**src/rtl/lab2_truth_sweep.sv**
```systemverilog
// Truth-table sweeper: drives all eight codes onto a 3-input block, samples its
// response after a settle time and compares the captured table to EXPECT.
module lab2_truth_sweep #(
    parameter int unsigned SETTLE_CYCLES = 4,
    parameter logic [7:0]  EXPECT        = 8'h00
) (
    input  logic       clk,
    input  logic       rst_n,
    input  logic       start,
    input  logic       dut_out,
    output logic       x1,
    output logic       x2,
    output logic       x3,
    output logic       busy,
    output logic       done,
    output logic       pass,
    output logic [7:0] truth_table,
    output logic [2:0] fail_idx
);

    typedef enum logic [1:0] {
        IDLE   = 2'd0,
        SETTLE = 2'd1,
        SAMPLE = 2'd2,
        DONE   = 2'd3
    } state_t;

    localparam logic [7:0] SETTLE_LAST = 8'(SETTLE_CYCLES - 1);

    // Lowest set bit of a mismatch vector; 0 when the vector is clear.
    function automatic logic [2:0] first_mismatch(input logic [7:0] diff);
        logic [2:0] idx;
        idx = 3'd0;
        for (int i = 7; i >= 0; i--) begin
            if (diff[i]) begin
                idx = 3'(i);
            end else begin
                idx = idx;
            end
        end
        return idx;
    endfunction

    state_t     state_r, state_s;
    logic [2:0] code_r, code_s;
    logic [7:0] cnt_r, cnt_s;
    logic [7:0] table_r, table_s;
    logic [2:0] x_r, x_s;
    logic       busy_r, done_r, pass_r;
    logic [2:0] fail_idx_r;
    logic       pass_s;
    logic [2:0] fail_idx_s;

    // Next-state, code/counter sequencing and live truth-table capture.
    always_comb begin
        state_s = state_r;
        code_s  = code_r;
        cnt_s   = cnt_r;
        table_s = table_r;
        case (state_r)
            IDLE: begin
                if (start) begin
                    state_s = SETTLE;
                    code_s  = 3'd0;
                    cnt_s   = 8'd0;
                    table_s = 8'h00;
                end else begin
                    state_s = IDLE;
                end
            end
            SETTLE: begin
                cnt_s = cnt_r + 8'd1;
                if (cnt_r == SETTLE_LAST) begin
                    state_s = SAMPLE;
                end else begin
                    state_s = SETTLE;
                end
            end
            SAMPLE: begin
                table_s[code_r] = dut_out;
                if (code_r == 3'd7) begin
                    state_s = DONE;
                end else begin
                    state_s = SETTLE;
                    code_s  = code_r + 3'd1;
                    cnt_s   = 8'd0;
                end
            end
            DONE: begin
                state_s = IDLE;
                code_s  = 3'd0;
            end
            default: begin
                state_s = IDLE;
                code_s  = 3'd0;
                cnt_s   = 8'd0;
            end
        endcase
    end

    // Output decode; everything below is registered one cycle behind the state.
    always_comb begin
        if ((state_r == SETTLE) || (state_r == SAMPLE)) begin
            x_s = code_r;
        end else begin
            x_s = 3'd0;
        end
        pass_s     = (table_r == EXPECT);
        fail_idx_s = first_mismatch(table_r ^ EXPECT);
    end

    // State, counters and registered outputs.
    always_ff @(posedge clk) begin
        if (!rst_n) begin
            state_r    <= IDLE;
            code_r     <= 3'd0;
            cnt_r      <= 8'd0;
            table_r    <= 8'h00;
            x_r        <= 3'd0;
            busy_r     <= 1'b0;
            done_r     <= 1'b0;
            pass_r     <= 1'b0;
            fail_idx_r <= 3'd0;
        end else begin
            state_r <= state_s;
            code_r  <= code_s;
            cnt_r   <= cnt_s;
            table_r <= table_s;
            x_r     <= x_s;
            busy_r  <= (state_r != IDLE);
            done_r  <= (state_r == DONE);
            if (state_r == DONE) begin
                pass_r     <= pass_s;
                fail_idx_r <= pass_s ? 3'd0 : fail_idx_s;
            end else begin
                pass_r     <= pass_r;
                fail_idx_r <= fail_idx_r;
            end
        end
    end

    assign x1          = x_r[2];
    assign x2          = x_r[1];
    assign x3          = x_r[0];
    assign busy        = busy_r;
    assign done        = done_r;
    assign pass        = pass_r;
    assign truth_table = table_r;
    assign fail_idx    = fail_idx_r;

endmodule

```
**config.mk**
```make
export PLATFORM = sky130hd
export DESIGN_NAME = lab2_truth_sweep
export DESIGN_NICKNAME = d
export VERILOG_FILES = /design/src/rtl/lab2_truth_sweep.sv
export SDC_FILE = /design/constraint.sdc
export NUM_CORES = 1
export LEC_CHECK = 0
export ABC_AREA = 0
export CORE_MARGIN = 4
export CORE_UTILIZATION = 38
export CTS_CLUSTER_DIAMETER = 150
export DETAILED_ROUTE_END_ITERATION = 8
export PLACE_DENSITY_LB_ADDON = 0.3
export SLEW_MARGIN = 5
export SYNTH_ARGS = -nofsm -noshare
export SYNTH_HDL_FRONTEND = slang
export SYNTH_SLANG_ARGS = --single-unit
```
**constraint.sdc**
```tcl
create_clock -name clk -period 2.1 [get_ports clk]
set_clock_uncertainty 0.15 [all_clocks]
set_input_delay 0.21 -clock clk [delete_from_list [all_inputs] [get_ports clk]]
set_output_delay 0.21 -clock clk [all_outputs]
set_load 0.02 [all_outputs]
```
==> summary.md <==
| Metric | Value |
|---|---|
| Post-synthesis average cell area | 8.60 um^2 |
| Worst skew pair latency | 0.29 ns |
| Status | completed |
| Seq. cell area | 602 um^2 |
| Post-synth EDFFs | 0 |
| Largest net degree at the start of global routing | 22 |
| Filler Cell Count | 344 |
| Setup crit end kind | flop |
| Synth area leader | dfxtp_1 |
| DIE WIDTH | 70.6 um |
| CTS sink count | 30 |
| Max Freq | 489 MHz |
| Fin util | 54.1% |
| Starting Density | 40.0% |
| Maximum Capacitance Violations | 0 |
| Num CTS Buffers | 5 |
| CTS max path bufs | 2 |
| 1st-iter DRT viols | 83 |
| Flops & latches, synth | 30 |
| DR WL/cell | 14.2 um |
| Die area | 4980 um^2 |
| CP max stage delay | 0.59 ns |
| Final Max Tran Viols | 0 |
| Core Box Area | 3720 um^2 |
| Vias in the first global route | 1,453 |
| CP Max Fanout | 3 |
| CP arrival | 2.04 ns |
| Post-detail-place hpwl | 2.59 mm |
| Synth-to-layout area growth | 35.1% |
| Total number of vias | 1,406 |
| Antenna cell count | 0 |
| Site row count | 22 |
| Ys flop type | dfxtp_1 |
| Number of routed nets with antenna violations | 0 |
| Final net count | 217 |
| Power Total | 1390 uW |
| Synth area leaders | dfxtp_1 (40%), ha_1 (5.9%), a21oi_1 (5.4%) |
| Setup-failing EPs final | 0 |
| CTS Root Cell | clkbuf_8 |
| Peak supply drop | 0.563 mV |
| Syn Std Cell Area | 1490 um^2 |
| Netlist cell types | 46 |
| Gr ovfl total | 0 |
| Drt total wl | 3.63 mm |
| Worst Tran Pin Value | 0.452 ns |
| Final period utilization | 97.3% |
| LEAKAGE | 0.000753 uW |
| Residual DRC count | 0 |
| Ports | 21 |
| First-pass GRT wire length | 6.42 mm |
| RSZ-0062 raised after global routing | false |
| Syn nets | 184 |
| Count leader, synth | dfxtp_1 |
| Final Hold Viols | 0 |
| Reg clk slew, reported paths | 0.07 ns |
| Sequential element share of the synthesized area | 40.4% |
| Port Buffers | 20 |
| Gpl congestion | 0.775 |
| TritonCTS clock tree | built |
| CTS H-tree lvls | 2 |
| Asr flop ratio synth | 0% |
| Top cell type's share of synthesized area | 40.4% |
| Crit path launch type | flop |
| Synthesis warning total | 0 |
| Total GRT Usage | 16.1% |
| Hold buffer count at cts | 0 |
| Relative slew slack | 69.0% |
| Multi-input gate area | 858 um^2 |
| Hold crit path type | reg2reg |
| Post-layout minimum cycle time | 2.04 ns |
| Vias per inst | 5.51 |
| Critical Path RT | 2.10 ns |
| Die Ht | 70.6 um |
| Power density cells | 690 nW/um^2 |
| Layout cell share with drive strength beyond 1 | 19.8% |
| Post-Synthesis Cells | 173 |
| Crit-path slowest cell | or4b_2 |
| Crit-path cells | ha_1, or4b_2, nor4_1, or3b_2, a21oi_1 |
| WS Path Type | reg2reg |
| Drt pass-1 iters | 4 |
| Post-synth top cells | dfxtp_1 (30), nand2_1 (17), a21oi_1 (16), nor2_1 (10), nand3_1 (8) |
| Initial antenna violation count | 0 |
-- layout by cell type, fill, tap and decap left out, types with 2 or more instances in the layout --
cell type / count
mux2_2: 2
dfxtp_1: 29
and3_1: 7
a32o_1: 3
ha_1: 4
ha_2: 2
a21oi_1: 16
o22ai_1: 3
clkbuf_8: 6
nor4_1: 4
nor2_1: 10
o21ai_0: 6
buf_4: 15
nand3_1: 8
inv_1: 5
bufinv_16: 2
clkdlybuf4s50_1: 20
mux2i_1: 2
nor2b_1: 3
nand2b_1: 5
nand2_1: 17
o32ai_1: 2
nor3_1: 3
a22oi_1: 2
nand3b_1: 2
-- flip-flops by register name, indices dropped and copies added, names as in the netlist --
name	count
truth_table	8
pass	1
cnt_r	8
fail_idx	3
code_r	3
state_r	2
busy	1
done	1
x_r	3
-- worst paths after layout --
check	startpoint	endpoint	slack, ns	cells past startpoint
worst max-delay path	cnt_r[0]	state_r[0]	0.06	5
worst min-delay path	fail_idx[1]	fail_idx[1]	0.32	2
worst max register to register	cnt_r[0]	state_r[0]	0.06	5
worst min register to register	fail_idx[1]	fail_idx[1]	0.32	2
-- timing repair --
item | 4_1_cts | 5_1_grt
setup endpoints to repair | 3 | 5
resized for setup | 4 | 6
pin swaps | 1 | 4
buffers inserted | 0 | 0
-- where the power goes --
group,switching (uW),internal [uW],leakage (uW),total (uW)
Clock,221,506,0.0000714,727
Combinational,47.0,38.3,0.000439,85.3
Sequential,2.20,572,0.000243,574
-- layout make-up --
type / count / share of cell area [%]
clock buffers: 6 / 4.11
clock inverters: 2 / 2.99
inverters: 6 / 1.12
multi-input cells: 127 / 42.7
flip-flops and latches: 30 / 30.0
well taps: 48 / 2.99
repair buffers: 36 / 16.1
-- worst max-delay path, delay by kind of cell, from the launching register on --
kind | cells | cell delay [ns]
AO/OA/AOI/OAI | 1 | 0.06
adder cells (fa/ha/maj) | 1 | 0.20
flip-flops | 1 | 0.36
AND/OR/NAND/NOR | 3 | 1.14
-- stage by stage --
stage	instance area (um^2)	hold WS (ns)	setup TNS (ns)	setup slack (ns)	instances
floorplan	1490	0.257	0	0.0112	173
global placement	1820	0.307	-0.191	-0.0738	247
detailed placement	1820	0.314	-0.410	-0.127	247
CTS	1970	0.325	0	0.00286	255
global route	2010	0.350	0	0.000170	255
finish	2010	0.318	0	0.0570	255
-- logic make-up (layout without fill, tap and decap cells) --
kind of cell             after synthesis  after routing  synth area share (%)
AO/OA/AOI/OAI                         42             42                  18.2
adder cells (fa/ha/maj)                7              7                  5.89
buffers and inverters                 16             50                  4.88
flip-flops                            30             30                  40.4
multiplexers                           4              4                  2.86
AND/OR/NAND/NOR                       74             74                  27.8
-- routing by layer --
layer / share of wire [%] / global-route usage (%) / wire, um
met4: 2.6 / 10.0 / 95
met1: 44 / 18.6 / 1600
met5: 0 / 0 / 0
met2: 49 / 26.7 / 1780
met3: 4.2 / 3.98 / 153
Power figures use the tool's default switching activity.
